==> src/rtl/mem_pkg.sv <==
// Shared memory-port constants and initiator FSM states.
// Imported by the memory and the burst initiator.
package mem_pkg;

  localparam int MEM_DEPTH   = 16;
  localparam int MEM_WIDTH   = 32;
  localparam int MEM_TIMEOUT = 8;

  typedef enum logic [1:0] {
    ST_IDLE  = 2'd0,
    ST_ISSUE = 2'd1,
    ST_WAIT  = 2'd2,
    ST_RESP  = 2'd3
  } state_e;

endpackage

==> src/rtl/mem_timeout_ctr.sv <==
// Loadable down-counter; expired_o is high once it
// has counted down to zero.
module mem_timeout_ctr #(
  parameter int CYCLES = 8
) (
  input  logic clk_i,
  input  logic rst_i,
  input  logic load_i,
  input  logic en_i,
  output logic expired_o
);

  localparam int CW = $clog2(CYCLES + 1);

  logic [CW-1:0] cnt_q;

  // load arms the full window; en burns one cycle of it
  always_ff @(posedge clk_i or negedge rst_i) begin
    if (!rst_i) begin
      cnt_q <= '0;
    end else if (load_i) begin
      cnt_q <= CW'(CYCLES - 1);
    end else if (en_i && cnt_q != '0) begin
      cnt_q <= cnt_q - 1'b1;
    end
  end

  assign expired_o = (cnt_q == '0);

endmodule

==> src/rtl/mem_burst_initiator.sv <==
// Burst command to single-beat valid/ready memory
// transactions, one outstanding, with read responses.
module mem_burst_initiator
  import mem_pkg::*;
#(
  parameter int DEPTH      = MEM_DEPTH,
  parameter int WIDTH      = MEM_WIDTH,
  parameter int ADDR_WIDTH = $clog2(DEPTH),
  parameter int TIMEOUT    = MEM_TIMEOUT
) (
  input  logic                  clk_i,
  input  logic                  rst_i,
  input  logic                  cmd_valid_i,
  output logic                  cmd_ready_o,
  input  logic                  cmd_wr_i,
  input  logic [ADDR_WIDTH-1:0] cmd_addr_i,
  input  logic [ADDR_WIDTH-1:0] cmd_len_i,
  input  logic [WIDTH-1:0]      cmd_seed_i,
  output logic                  mem_valid_o,
  output logic                  mem_wr_o,
  output logic [ADDR_WIDTH-1:0] mem_addr_o,
  output logic [WIDTH-1:0]      mem_wdata_o,
  input  logic                  mem_ready_i,
  input  logic [WIDTH-1:0]      mem_rdata_i,
  output logic                  rsp_valid_o,
  input  logic                  rsp_ready_i,
  output logic [WIDTH-1:0]      rsp_data_o,
  output logic                  rsp_last_o,
  output logic                  done_o,
  output logic                  err_o
);

  state_e state_q, state_d;

  logic                  rdy_q;
  logic                  wr_q;
  logic [ADDR_WIDTH-1:0] addr_q;
  logic [ADDR_WIDTH-1:0] len_q;
  logic [ADDR_WIDTH-1:0] beat_q;
  logic [WIDTH-1:0]      seed_q;
  logic [WIDTH-1:0]      rsp_q;
  logic                  done_q;
  logic                  err_q;
  logic                  expired;
  logic                  accept;
  logic                  last;
  logic [ADDR_WIDTH-1:0] addr_nx;

  assign accept  = cmd_valid_i && rdy_q;
  assign last    = (beat_q == len_q);
  assign addr_nx = (int'(addr_q) == DEPTH - 1)
                 ? '0 : addr_q + 1'b1;

  mem_timeout_ctr #(
    .CYCLES (TIMEOUT)
  ) u_tmo (
    .clk_i     (clk_i),
    .rst_i     (rst_i),
    .load_i    (state_q == ST_ISSUE),
    .en_i      (state_q == ST_WAIT),
    .expired_o (expired)
  );

  // next-state decode
  always_comb begin
    state_d = state_q;
    unique case (state_q)
      ST_IDLE: begin
        if (accept) state_d = ST_ISSUE;
      end
      ST_ISSUE: state_d = ST_WAIT;
      ST_WAIT: begin
        if (mem_ready_i) begin
          if (!wr_q)     state_d = ST_RESP;
          else if (last) state_d = ST_IDLE;
          else           state_d = ST_ISSUE;
        end else if (expired) begin
          state_d = ST_IDLE;
        end
      end
      ST_RESP: begin
        if (rsp_ready_i) begin
          state_d = last ? ST_IDLE : ST_ISSUE;
        end
      end
      default: state_d = ST_IDLE;
    endcase
  end

  // burst context, response capture and status pulses
  always_ff @(posedge clk_i or negedge rst_i) begin
    if (!rst_i) begin
      state_q <= ST_IDLE;
      rdy_q   <= 1'b0;
      wr_q    <= 1'b0;
      addr_q  <= '0;
      len_q   <= '0;
      beat_q  <= '0;
      seed_q  <= '0;
      rsp_q   <= '0;
      done_q  <= 1'b0;
      err_q   <= 1'b0;
    end else begin
      state_q <= state_d;
      rdy_q   <= (state_d == ST_IDLE);
      done_q  <= 1'b0;
      err_q   <= 1'b0;
      unique case (state_q)
        ST_IDLE: begin
          if (accept) begin
            wr_q   <= cmd_wr_i;
            addr_q <= cmd_addr_i;
            len_q  <= cmd_len_i;
            seed_q <= cmd_seed_i;
            beat_q <= '0;
          end
        end
        ST_WAIT: begin
          if (mem_ready_i) begin
            if (!wr_q) begin
              rsp_q <= mem_rdata_i;
            end else if (last) begin
              done_q <= 1'b1;
            end else begin
              beat_q <= beat_q + 1'b1;
              addr_q <= addr_nx;
            end
          end else if (expired) begin
            done_q <= 1'b1;
            err_q  <= 1'b1;
          end
        end
        ST_RESP: begin
          if (rsp_ready_i) begin
            if (last) begin
              done_q <= 1'b1;
            end else begin
              beat_q <= beat_q + 1'b1;
              addr_q <= addr_nx;
            end
          end
        end
        default: ;
      endcase
    end
  end

  assign cmd_ready_o = rdy_q;
  assign mem_valid_o = (state_q == ST_ISSUE);
  assign mem_wr_o    = wr_q;
  assign mem_addr_o  = addr_q;
  assign mem_wdata_o = seed_q + WIDTH'(beat_q);
  assign rsp_valid_o = (state_q == ST_RESP);
  assign rsp_data_o  = rsp_q;
  assign rsp_last_o  = (state_q == ST_RESP) && last;
  assign done_o      = done_q;
  assign err_o       = err_q;

endmodule

==> config.mk <==
export PLATFORM = sky130hd
export DESIGN_NAME = mem_burst_initiator
export DESIGN_NICKNAME = d
export VERILOG_FILES = /design/src/rtl/mem_pkg.sv /design/src/rtl/mem_timeout_ctr.sv /design/src/rtl/mem_burst_initiator.sv
export SDC_FILE = /design/constraint.sdc
export NUM_CORES = 1
export LEC_CHECK = 0
export ABC_AREA = 1
export BUFFER_PORTS_ARGS = -buffer_cell sky130_fd_sc_hd__buf_4
export CAP_MARGIN = 10
export CORE_AREA = 2 2 117 119
export DETAILED_ROUTE_END_ITERATION = 12
export DIE_AREA = 0 0 119 121
export MAX_ROUTING_LAYER = met4
export SYNTH_ARGS = -nofsm -noshare
export SYNTH_HDL_FRONTEND = slang
export SYNTH_SLANG_ARGS = --single-unit
==> constraint.sdc <==
create_clock -name clk_i -period 5.2 [get_ports clk_i]
set_clock_uncertainty 0.05 [all_clocks]
set_input_delay 1.04 -clock clk_i [delete_from_list [all_inputs] [get_ports clk_i]]
set_output_delay 1.04 -clock clk_i [all_outputs]
set_load 0.005 [all_outputs]
# Yosys cells after proc, flatten, opt, wreduce, memory -nomap -nowiden
# Cells that the tools add are included.
totals:
  regBits: 86
  latch_bits: 0
  ram_bits: 0
  mem_bits_ro: 0
  input_bits: 78
  word_cells: 67
  memories: 0
classes:
  addsub: 4
  mul: 0
  div_mod_pow: 0
  order_cmp: 0
  eq_ne: 9
  shifts: 0
  muxes: 30
  bitwise: 1
  reduce_logical: 12
ops:
  columns: ["cell", "n"]
  rows:
  - ["2-to-1 mux 4 bit", 13]
  - ["adder 32 x 4 -> 32 bit", 1]
  - ["case mux 4 bit (3 select lines)", 2]
  - ["2-to-1 mux 2 bit", 5]
  - ["adder 4 x 1 -> 4 bit, second input constant", 2]
  - ["2-to-1 mux 1 bit", 8]
  - ["case mux 2 bit (4 select lines)", 1]
  - ["inequality test 2 bit, second input constant", 3]
  - ["AND reduction 5 bit", 1]
  - ["== test 2 bit, second input constant", 2]
  - ["== test 4 x 1 -> 1 bit, second input constant", 1]
  - ["== test 4 bit", 1]
  - ["logical NOT 2 bit", 2]
  - ["logical NOT 4 bit", 1]
  - ["nonzero test 4 bit", 1]
  - ["subtractor 4 x 1 -> 4 bit, second input constant", 1]
  - ["logical AND 1 bit", 3]
  - ["AND reduction 3 bit", 1]
  - ["nonzero test 3 bit", 1]
  - ["== test 2 x 1 -> 1 bit, second input constant", 1]
  - ["inequality test 2 x 1 -> 1 bit, second input constant", 1]
  - ["case mux 1 bit (2 select lines)", 1]
  - ["AND reduction 2 bit", 1]
  - ["nonzero test 2 bit", 1]
  - ["NOT 1 bit", 1]

# Logic depth before layout (Yosys ltp)
# Gate-level depths: netlist (run 1).
logic_depth:
  depth_word: 6
  ltp_mapped: 10

# Modules after synthesis
# From an unflattened synthesis (run 1), not the netlist that was laid out.
hier_totals:
  hier_cells: 628
  area_unflattened_um2: 4843.4
by_module_without_submodules:
  columns: ["module", "n_inst", "cells_each", "area_each_um2", "seq_area_each_um2"]
  rows:
  - ["mem_burst_initiator", 1, 594, 4583.1, 2052.0]
  - ["mem_timeout_ctr", 1, 34, 260.2, 100.1]

# Worst setup path before layout (run 1)
# No wires, ideal clock.
synth_path:
  path_type: "reg-to-output"
  startpoint: "register beat_q[0]"
  endpoint: "output mem_wdata_o[16]"
  arrival_ps: 1619
  slack_ps: 2491
  path_stages_with_launch: 9
  n_path_buf: 0
  path_cell_list: "dfrtp_1 > ha_1 > fa_1 > nand2_1 > nand2_1 > nand3b_4 > nor2_1 > nand2_1 > xor2_1"
synth_between:
  elab_chain_cells: 1
synth_rtl:
  columns: ["item", "line", "rtl"]
  rows:
  - ["start, declared", "mem_burst_initiator.sv:39", "logic [ADDR_WIDTH-1:0] beat_q;"]
  - ["start signal, assigned", "mem_burst_initiator.sv:125", "beat_q <= beat_q + 1'b1;"]
  - ["start signal, assigned", "mem_burst_initiator.sv:138", "beat_q <= beat_q + 1'b1;"]
  - ["adder 32 x 4 -> 32 bit", "mem_burst_initiator.sv:152", "assign mem_wdata_o = seed_q + WIDTH'(beat_q);"]
  - ["end, declared", "mem_burst_initiator.sv:22", "output logic [WIDTH-1:0] mem_wdata_o,"]
# No other way between the ends.

# Final worst setup path (run 1)
layout_path:
  startpoint: "register beat_q[0]"
  endpoint: "output mem_wdata_o[20]"
# The elaborated chain is that of the path after synthesis.

==> results_dict.tcl, run 1 <==
set metrics [dict create \
    synth_common_cells "156 x nand2_1, 86 x dfrtp_1, 51 x inv_1" \
    multi_input_area_mm2 0.00227 \
    drt_iter0_markers 200 \
    cp-end-kind "output pin" \
    postRouteAntennaNets 0 \
    place.gp.congestion 0.915 \
    status "completed" \
    io_pins 153 \
    pwr_density_cell_mw_per_mm2 592 \
    dpl.hpwl_um 10000 \
    via_per_inst 4.70 \
    final_max_slew_viol_count 0 \
    critPathKind "flop to output pin" \
    required_ns 4.11 \
    routed_wl_um 12900 \
    rows 42 \
    yosys.area.top_type "dfrtp_1" \
    dieArea_mm2 0.0144 \
    ff_latch_area_mm2 0.00215 \
    final_util 0.479 \
    holdWs_ns 0.428 \
    fin_crit_sh 0.654 \
    cts-root-buf "clkbuf_16" \
    fin_area_mm2 0.00627 \
    pre_cts_ws_ns 2.16 \
    finalHoldViolCount 0 \
    cp_max_fo 6 \
    critPathBufInv 1 \
    synth_edf_count 0 \
    synth.net_count 640 \
    dieWidth_um 119 \
    hold_path_class "flop to flop" \
    grt_max_degree 66 \
    period_minus_slack_ns 3.40 \
    die_h_um 121 \
    placedCellCount 868 \
    reg2reg_setup_slack_ns 2.61 \
    htree_levels 3 \
    start_util 0.365 \
    synthMostInstantiatedCell "nand2_1" \
    cp_data_arrival_time_ns 2.31 \
    synth_top_area_share 0.451 \
    relSlewSlack 0.415 \
    synth_cells 554 \
    cts_setup_buffers 0 \
    holdBufCountCts 0 \
    cts_resized 0 \
    cts_tree "yes" \
    wl_per_cell_um 14.6 \
    finalPower_mw 3.71 \
    synth_seq_cells 86 \
    netlist_area_mm2 0.00477 \
    cts_buffers 9 \
    drc 0 \
    nFillCells 1306 \
    detailed_place.area_mm2 0.00600 \
    max_cap_viol_count 0 \
    cp_common_cell "nand2_1" \
    reg2regPathDepth 8 \
    grt.total_usage 0.191 \
    core_mm2 0.0131 \
    crit_chain "ha_1 > fa_1 > nand2_1 > nand2_1 > nand3b_4 > nor2_2 > nand2_1 > nor2_1 > nand2_1 > nand2_1 > buf_4" \
    ir_drop_uv 266 \
    yosysSeqAreaShare 0.451 \
    clk_latency_ns 0.34 \
    final_nets 789 \
    synth_warnings 0 \
    clkSinkCount 86 \
    setup_viol 0 \
    slowest_stage "dfrtp_1" \
    drt_first_pass_iters 4 \
    first_global_vias 4284 \
    antenna_found_initial 0 \
    diodes 0 \
    synth_cell_types 32 \
    cp.depth 11 \
    worstHoldPathCells 2 \
    fmax_mhz 294 \
    setup_slack_ns 1.80 \
    grt-ovfl-total 0 \
    grt_pass1_wl_um 21100 \
    critical_path.max_stage_delay_ns 0.44 \
    portBuffers 152 \
    synthTopCellsByArea "dfrtp_1 45%, nand2_1 12%, mux2_2 6.1%" \
    syn_to_final_growth_pct 31.5 \
    drive_gt1_frac 0.340 \
    cp_top_family "simple AND/OR/NAND/NOR gates" \
    leakagePower_nw 3.20 \
    setup_tns_ns 0 \
    tightest_slew_ns 0.878 \
    num_vias 4159 \
    cts_max_path_buffers 2 \
    instances_no_fill 884 \
    rsz0062_at_grt "no" \
    start_kind "flop" \
    synthArstFlopShare 1.00 \
    syn_area_per_cell_um2 8.61 \
    synth_ff_type "dfrtp_1" \
    clkSlewWorstSetupHoldPaths_ns 0.06 \
]
==> power breakdown <==
group	leakage [nW]	switching [mW]	internal, mW
clock network	0.136	0.279	0.324
logic	2.04	0.984	0.858
registers	1.02	0.279	0.991
==> registers in the layout (all words and copies together) (netlist names) <==
signal       flops
rsp_data_o      32
seed_q          32
beat_q           4
len_q            4
mem_addr_o       4
u_tmo.cnt_q      4
state_q          2
cmd_ready_o      1
done_o           1
err_o            1
mem_wr_o         1
==> layout by cell type, fill, tap and decap left out, types with 2 or more instances in the layout <==
| cell | synthesis | final |
|---|---|---|
| a21oi_1 | 5 | 5 |
| a21oi_2 | 22 | 22 |
| buf_4 | 2 | 154 |
| clkbuf_16 | 0 | 9 |
| clkinv_2 | 0 | 3 |
| clkinv_4 | 0 | 2 |
| dfrtp_1 | 86 | 86 |
| ha_1 | 7 | 7 |
| inv_1 | 51 | 51 |
| inv_2 | 2 | 2 |
| mux2_1 | 6 | 6 |
| mux2_2 | 26 | 26 |
| nand2_1 | 156 | 156 |
| nand2_2 | 2 | 2 |
| nand2_4 | 4 | 4 |
| nand3_1 | 48 | 48 |
| nand3b_1 | 2 | 2 |
| nand4_1 | 8 | 8 |
| nor2_1 | 46 | 46 |
| nor2_2 | 9 | 9 |
| nor2_4 | 2 | 2 |
| nor3_1 | 14 | 14 |
| o21ai_0 | 8 | 8 |
| o21ai_1 | 5 | 5 |
| or2_2 | 2 | 2 |
| xnor2_1 | 5 | 5 |
| xor2_1 | 18 | 18 |
==> kinds of logic (layout without fill, tap and decap cells) <==
kind of cell | count (synthesis) | after routing | share of synthesized area
AOI/OAI and AO/OA | 41 | 41 | 0.0608
and+or+nand+nor | 295 | 295 | 0.275
buffers and inverters | 69 | 223 | 0.0729
muxes | 32 | 32 | 0.0755
xor gates and xnor gates | 23 | 23 | 0.0422
DFF | 86 | 86 | 0.451
adders and majority gates | 8 | 8 | 0.0225
==> metal layers <==
metal | up-vias | wire length (µm) | global-route usage
met1 | 1955 | 5810 | 0.241
met5 | - | 0 | -
met2 | 122 | 6150 | 0.304
met4 | 0 | 163 | 0.0528
li1 | 2071 | - | -
met3 | 11 | 761 | 0.0517
==> final timing paths <==
path / endpoint / from
hold reg to reg: seed_q[0] / seed_q[0]
min in group asynchronous: seed_q[23] / rst_i
setup / recovery: mem_wdata_o[20] / beat_q[0]
hold / removal: seed_q[0] / seed_q[0]
setup reg to reg: beat_q[2] / state_q[1]
max in group asynchronous: seed_q[2] / rst_i
==> worst min-delay path: cells and delay by family (launching register included) <==
family / cells / cell delay [ns]
and+or+nand+nor: 2 / 0.09
DFF: 1 / 0.35
==> area by class of cell <==
type,count,area share
clock buffer,9,0.0359
clock inverter,7,0.00778
inverter,53,0.0317
multi-input combinational,399,0.362
sequential,86,0.343
tap,176,0.0351
timing repair buffer,154,0.184
(Power assumes the default switching activity.)
==> run 2: changes to the inputs <==
clock period = 2.79 ns   (was 5.2 ns; I/O delays follow)
==> run 2 against run 1 <==
  * Combinational power rose by 95%
  * Power rose by 91%
  * Flip-flop and latch count did not move
  * Via count rose by 1.9%
  * First-iteration DRC count rose by 28%
  * Largest power group unchanged
==> results_dict.tcl, run 2 (synthesis gave the netlist of run 1 again) <==
set metrics [dict create \
    place.gp.congestion 0.989 \
    dpl.hpwl_um 10200 \
    fin_crit_sh 0.960 \
    die_h_um 121 \
    clk_latency_ns 0.35 \
    setup_viol 0 \
    first_global_vias 4458 \
    cts_buffers 9 \
    period_minus_slack_ns 2.68 \
    leakagePower_nw 3.25 \
    ir_drop_uv 661 \
    cts_tree "yes" \
    setup_tns_ns 0 \
    setup_slack_ns 0.111 \
    finalHoldViolCount 0 \
    relSlewSlack 0.506 \
    cts-root-buf "clkbuf_16" \
    critical_path.max_stage_delay_ns 0.41 \
    postRouteAntennaNets 0 \
    tightest_slew_ns 0.739 \
    max_cap_viol_count 0 \
    nFillCells 1291 \
    via_per_inst 4.76 \
    cts_max_path_buffers 2 \
    io_pins 153 \
    grt_pass1_wl_um 21500 \
    final_nets 796 \
    clkSlewWorstSetupHoldPaths_ns 0.06 \
    grt.total_usage 0.194 \
    detailed_place.area_mm2 0.00604 \
    fmax_mhz 373 \
    wl_per_cell_um 14.7 \
    portBuffers 152 \
    cp_data_arrival_time_ns 2.07 \
    cp_top_family "simple AND/OR/NAND/NOR gates" \
    pwr_density_cell_mw_per_mm2 1100 \
    core_mm2 0.0131 \
    critPathBufInv 1 \
    start_kind "flop" \
    clkSinkCount 86 \
    num_vias 4238 \
    final_util 0.493 \
    cp-end-kind "output pin" \
    cp_max_fo 6 \
    required_ns 2.18 \
    rows 42 \
    htree_levels 3 \
    fin_area_mm2 0.00645 \
    routed_wl_um 13100 \
    slowest_stage "dfrtp_1" \
    layout_common_cells "160 x buf_4, 148 x nand2_1, 85 x dfrtp_1" \
    syn_to_final_growth_pct 35.1 \
    diodes 0 \
    start_util 0.365 \
    dieArea_mm2 0.0144 \
    crit_chain "ha_4 > fa_2 > nand2_2 > nand2_2 > nand3b_4 > nor2_4 > nand2_2 > nor2_1 > nand2_1 > nand2_1 > buf_4" \
    drt_iter0_markers 257 \
    layout_commonest_cell "buf_4" \
    holdBufCountCts 0 \
    antenna_found_initial 0 \
    status "completed" \
    final_max_slew_viol_count 0 \
    hold_path_class "input pin to async pin" \
    pre_cts_ws_ns 0.273 \
    cp_common_cell "nand2_2" \
    critPathKind "flop to output pin" \
    dieWidth_um 119 \
    holdWs_ns 0.143 \
    drt_first_pass_iters 4 \
    drc 0 \
    grt_max_degree 51 \
    drive_gt1_frac 0.372 \
    grt-ovfl-total 0 \
]
==> run 2: cell count changes in the layout (fill, tap and decap cells not counted), sizes merged <==
cell | before | now
clkinvlp | 1 | 0
inv | 54 | 57
buf | 154 | 161
clkinv | 5 | 3
==> run 2: worst register-to-register path, cell delays in order (launching register included) <==
cell and delay, ns:
dfrtp_1 0.62, inv_1 0.11, buf_4 0.24, nand2_4 0.37
buf_4 0.35, nor2_1 0.10, a21oi_2 0.11
==> run 2: where the power goes <==
part           total (mW)  internal, mW  switching (mW)  leakage [nW]
Combinational        3.58          1.69            1.89          2.09
Sequential           2.37          1.85           0.525          1.02
Clock                1.15         0.614           0.531         0.141
Total                7.10          4.15            2.95          3.25
==> run 2: layout make-up <==
type | instances | area (µm²) | area share
Timing Repair Buffer | 161 | 1220 | 0.189
Clock buffer | 9 | 225 | 0.0349
Multi-Input combinational cell | 399 | 2380 | 0.368
Tap cell | 176 | 220 | 0.0341
Inverter | 53 | 199 | 0.0308
Sequential cell | 86 | 2150 | 0.334
Clock inverter | 7 | 53.8 | 0.00834
==> run 2: timing repair <==
action	CTS	global route
setup endpoints to repair	14	20
buffers inserted	2	1
gates resized for setup	5	19
pin swaps	1	2
==> run 2: per-layer routing <==
metal	GRT usage	wire [µm]
met1	0.229	5510
met2	0.322	6550
met3	0.0644	867
met4	0.0499	157
met5	-	0
==> run 2: final timing paths <==
check                           startpoint               to  slack (ns)  cells after the start
max                              beat_q[0]  mem_wdata_o[20]        0.11                     11
min                                  rst_i       seed_q[23]        0.14                      1
max reg2reg                     state_q[1]       seed_q[13]        0.78                      6
min reg2reg                 rsp_data_o[27]   rsp_data_o[27]        0.45                      1
max in group asynchronous            rst_i        beat_q[1]        1.90                      2
min in group clk_i         mem_rdata_i[26]   rsp_data_o[26]        0.37                      2
==> run 2: metrics by stage <==
step	total power, mW	instances
2_1_floorplan	4.51	554
3_3_place_gp	5.86	872
3_5_place_dp	5.92	872
4_1_cts	7.15	890
5_1_grt	7.70	891
6_report	7.10	891
==> run 3: changes to the inputs <==
CELL_PAD_IN_SITES_DETAIL_PLACEMENT = 1   (was default)
CELL_PAD_IN_SITES_GLOBAL_PLACEMENT = 1   (was default)
CORE_AREA = 2 2 122 124   (was 2 2 117 119)
DIE_AREA = 0 0 124 126   (was 0 0 119 121)
PLACE_DENSITY_LB_ADDON = 0.1   (was default)
==> run 3 against run 2 <==
  * Combinational power rose by 4%
  * Design area up 0.70%
  * Setup slack better by 0.0027 ns
  * Die area is 8.5% higher
  * Critical path type unchanged
  * Critical path depth fell by 2
==> results_dict.tcl, run 3 (synthesis gave the netlist of run 1 again) <==
set metrics [dict create \
    diodes 0 \
    r2r-end "seed_q[13]" \
    drt_iter0_markers 133 \
    fin_crit_sh 0.959 \
    critPathKind "flop to output pin" \
    holdWs_ns 0.137 \
    antenna_found_initial 0 \
    final_nets 799 \
    crit_start "seed_q[0]" \
    num_vias 4287 \
    cp_top_family "adder cells" \
    first_global_vias 4791 \
    pwr_density_cell_mw_per_mm2 1120 \
    finalPower_mw 7.30 \
    period_minus_slack_ns 2.68 \
    ir_drop_uv 508 \
    drive_gt1_frac 0.366 \
    fmax_mhz 374 \
    cts_tree "yes" \
    cp_max_fo 6 \
    holdBufCountCts 0 \
    drt_first_pass_iters 4 \
    reg2reg_setup_slack_ns 0.80 \
    required_ns 2.18 \
    cp.depth 9 \
    portBuffers 152 \
    grt-ovfl-total 0 \
    core_mm2 0.0143 \
    status "completed" \
    crit_chain "ha_4 > fa_2 > nand2_2 > nand2_2 > nand3b_4 > nor2_1 > nand2_1 > xor2_1 > buf_4" \
    rsz0062_at_grt "yes" \
    hold_path_class "input pin to async pin" \
    critical_path.max_stage_delay_ns 0.41 \
    setup_viol 0 \
    start_kind "flop" \
    max_cap_viol_count 0 \
    final_max_slew_viol_count 0 \
    grt_pass1_wl_um 23400 \
    setup_tns_ns 0 \
    cp_data_arrival_time_ns 2.07 \
    layout_common_cells "161 x buf_4, 149 x nand2_1, 86 x dfrtp_1" \
    cts-root-buf "clkbuf_16" \
    rows 44 \
    grt_max_degree 52 \
    die_h_um 126 \
    dieWidth_um 124 \
    grt.total_usage 0.198 \
    placedCellCount 880 \
    dieArea_mm2 0.0156 \
    cp-end-kind "output pin" \
    syn_to_final_growth_pct 36.1 \
    clkSinkCount 86 \
    htree_levels 3 \
    clk_latency_ns 0.34 \
    place.gp.congestion 0.860 \
    wl_per_cell_um 16.0 \
    nFillCells 1736 \
    cts_buffers 9 \
    instances_no_fill 902 \
    leakagePower_nw 3.28 \
    rr_startpoint "state_q[1]" \
    routed_wl_um 14500 \
    via_per_inst 4.75 \
    io_pins 153 \
    cp_common_cell "nand2_2" \
    layout_commonest_cell "buf_4" \
    drc 0 \
    final_util 0.454 \
    finalHoldViolCount 0 \
    cts_max_path_buffers 2 \
    start_util 0.333 \
    reg2regPathDepth 8 \
    relSlewSlack 0.487 \
    clkSlewWorstSetupHoldPaths_ns 0.06 \
    cp-endpoint "mem_wdata_o[30]" \
    critPathBufInv 1 \
    dpl.hpwl_um 11100 \
    slowest_stage "dfrtp_1" \
    postRouteAntennaNets 0 \
    tightest_slew_ns 0.767 \
]
run 3: layer usage:
metal	up-vias	global-route usage	routed length [µm]
met5	-	-	0
met4	0	0.0582	201
met3	13	0.0453	825
met2	106	0.337	7210
met1	2073	0.234	6230
li1	2095	-	-
run 3: how the worst min path moves through the flow:
stage               slack, ns    endpoint  cells past startpoint
floorplan                0.21   beat_q[0]                      0
finish                   0.14  seed_q[23]                      1
global route             0.16  seed_q[23]                      1
detailed placement       0.42   seed_q[0]                      2
CTS                      0.15  seed_q[23]                      1
global placement         0.42   seed_q[3]                      2
run 3: per-stage QoR:
| step | area (µm²) | worst slack [ns] |
|---|---|---|
| 2_1_floorplan | 4770 | 0.563 |
| 3_3_place_gp | 6080 | 0.293 |
| 5_1_grt | 6490 | -0.0138 |
| 3_5_place_dp | 6080 | 0.243 |
| 4_1_cts | 6420 | 0.0351 |
| 6_report | 6490 | 0.114 |
run 3: final cells by class:
| cell class | count | area, µm² | area share |
|---|---|---|---|
| multi-input combinational | 399 | 2350 | 0.362 |
| clock buffer | 10 | 229 | 0.0353 |
| inverter | 53 | 199 | 0.0306 |
| timing repair buffer | 164 | 1270 | 0.195 |
| clock inverter | 6 | 62.6 | 0.00963 |
| sequential | 86 | 2150 | 0.331 |
| tap | 184 | 230 | 0.0355 |
run 3: what timing repair did:
item / CTS / global route
endpoints found under the hold margin: 0 / 0
pin swaps: 1 / 4
buffers inserted: 2 / 4
setup endpoints to repair: 17 / 15
gates resized for setup: 9 / 10
run 3: where the power goes:
part	internal [mW]	leakage, nW	switching, mW	total, mW
Clock	0.694	0.146	0.520	1.21
Sequential	1.85	1.02	0.524	2.37
Combinational	1.75	2.12	1.96	3.71
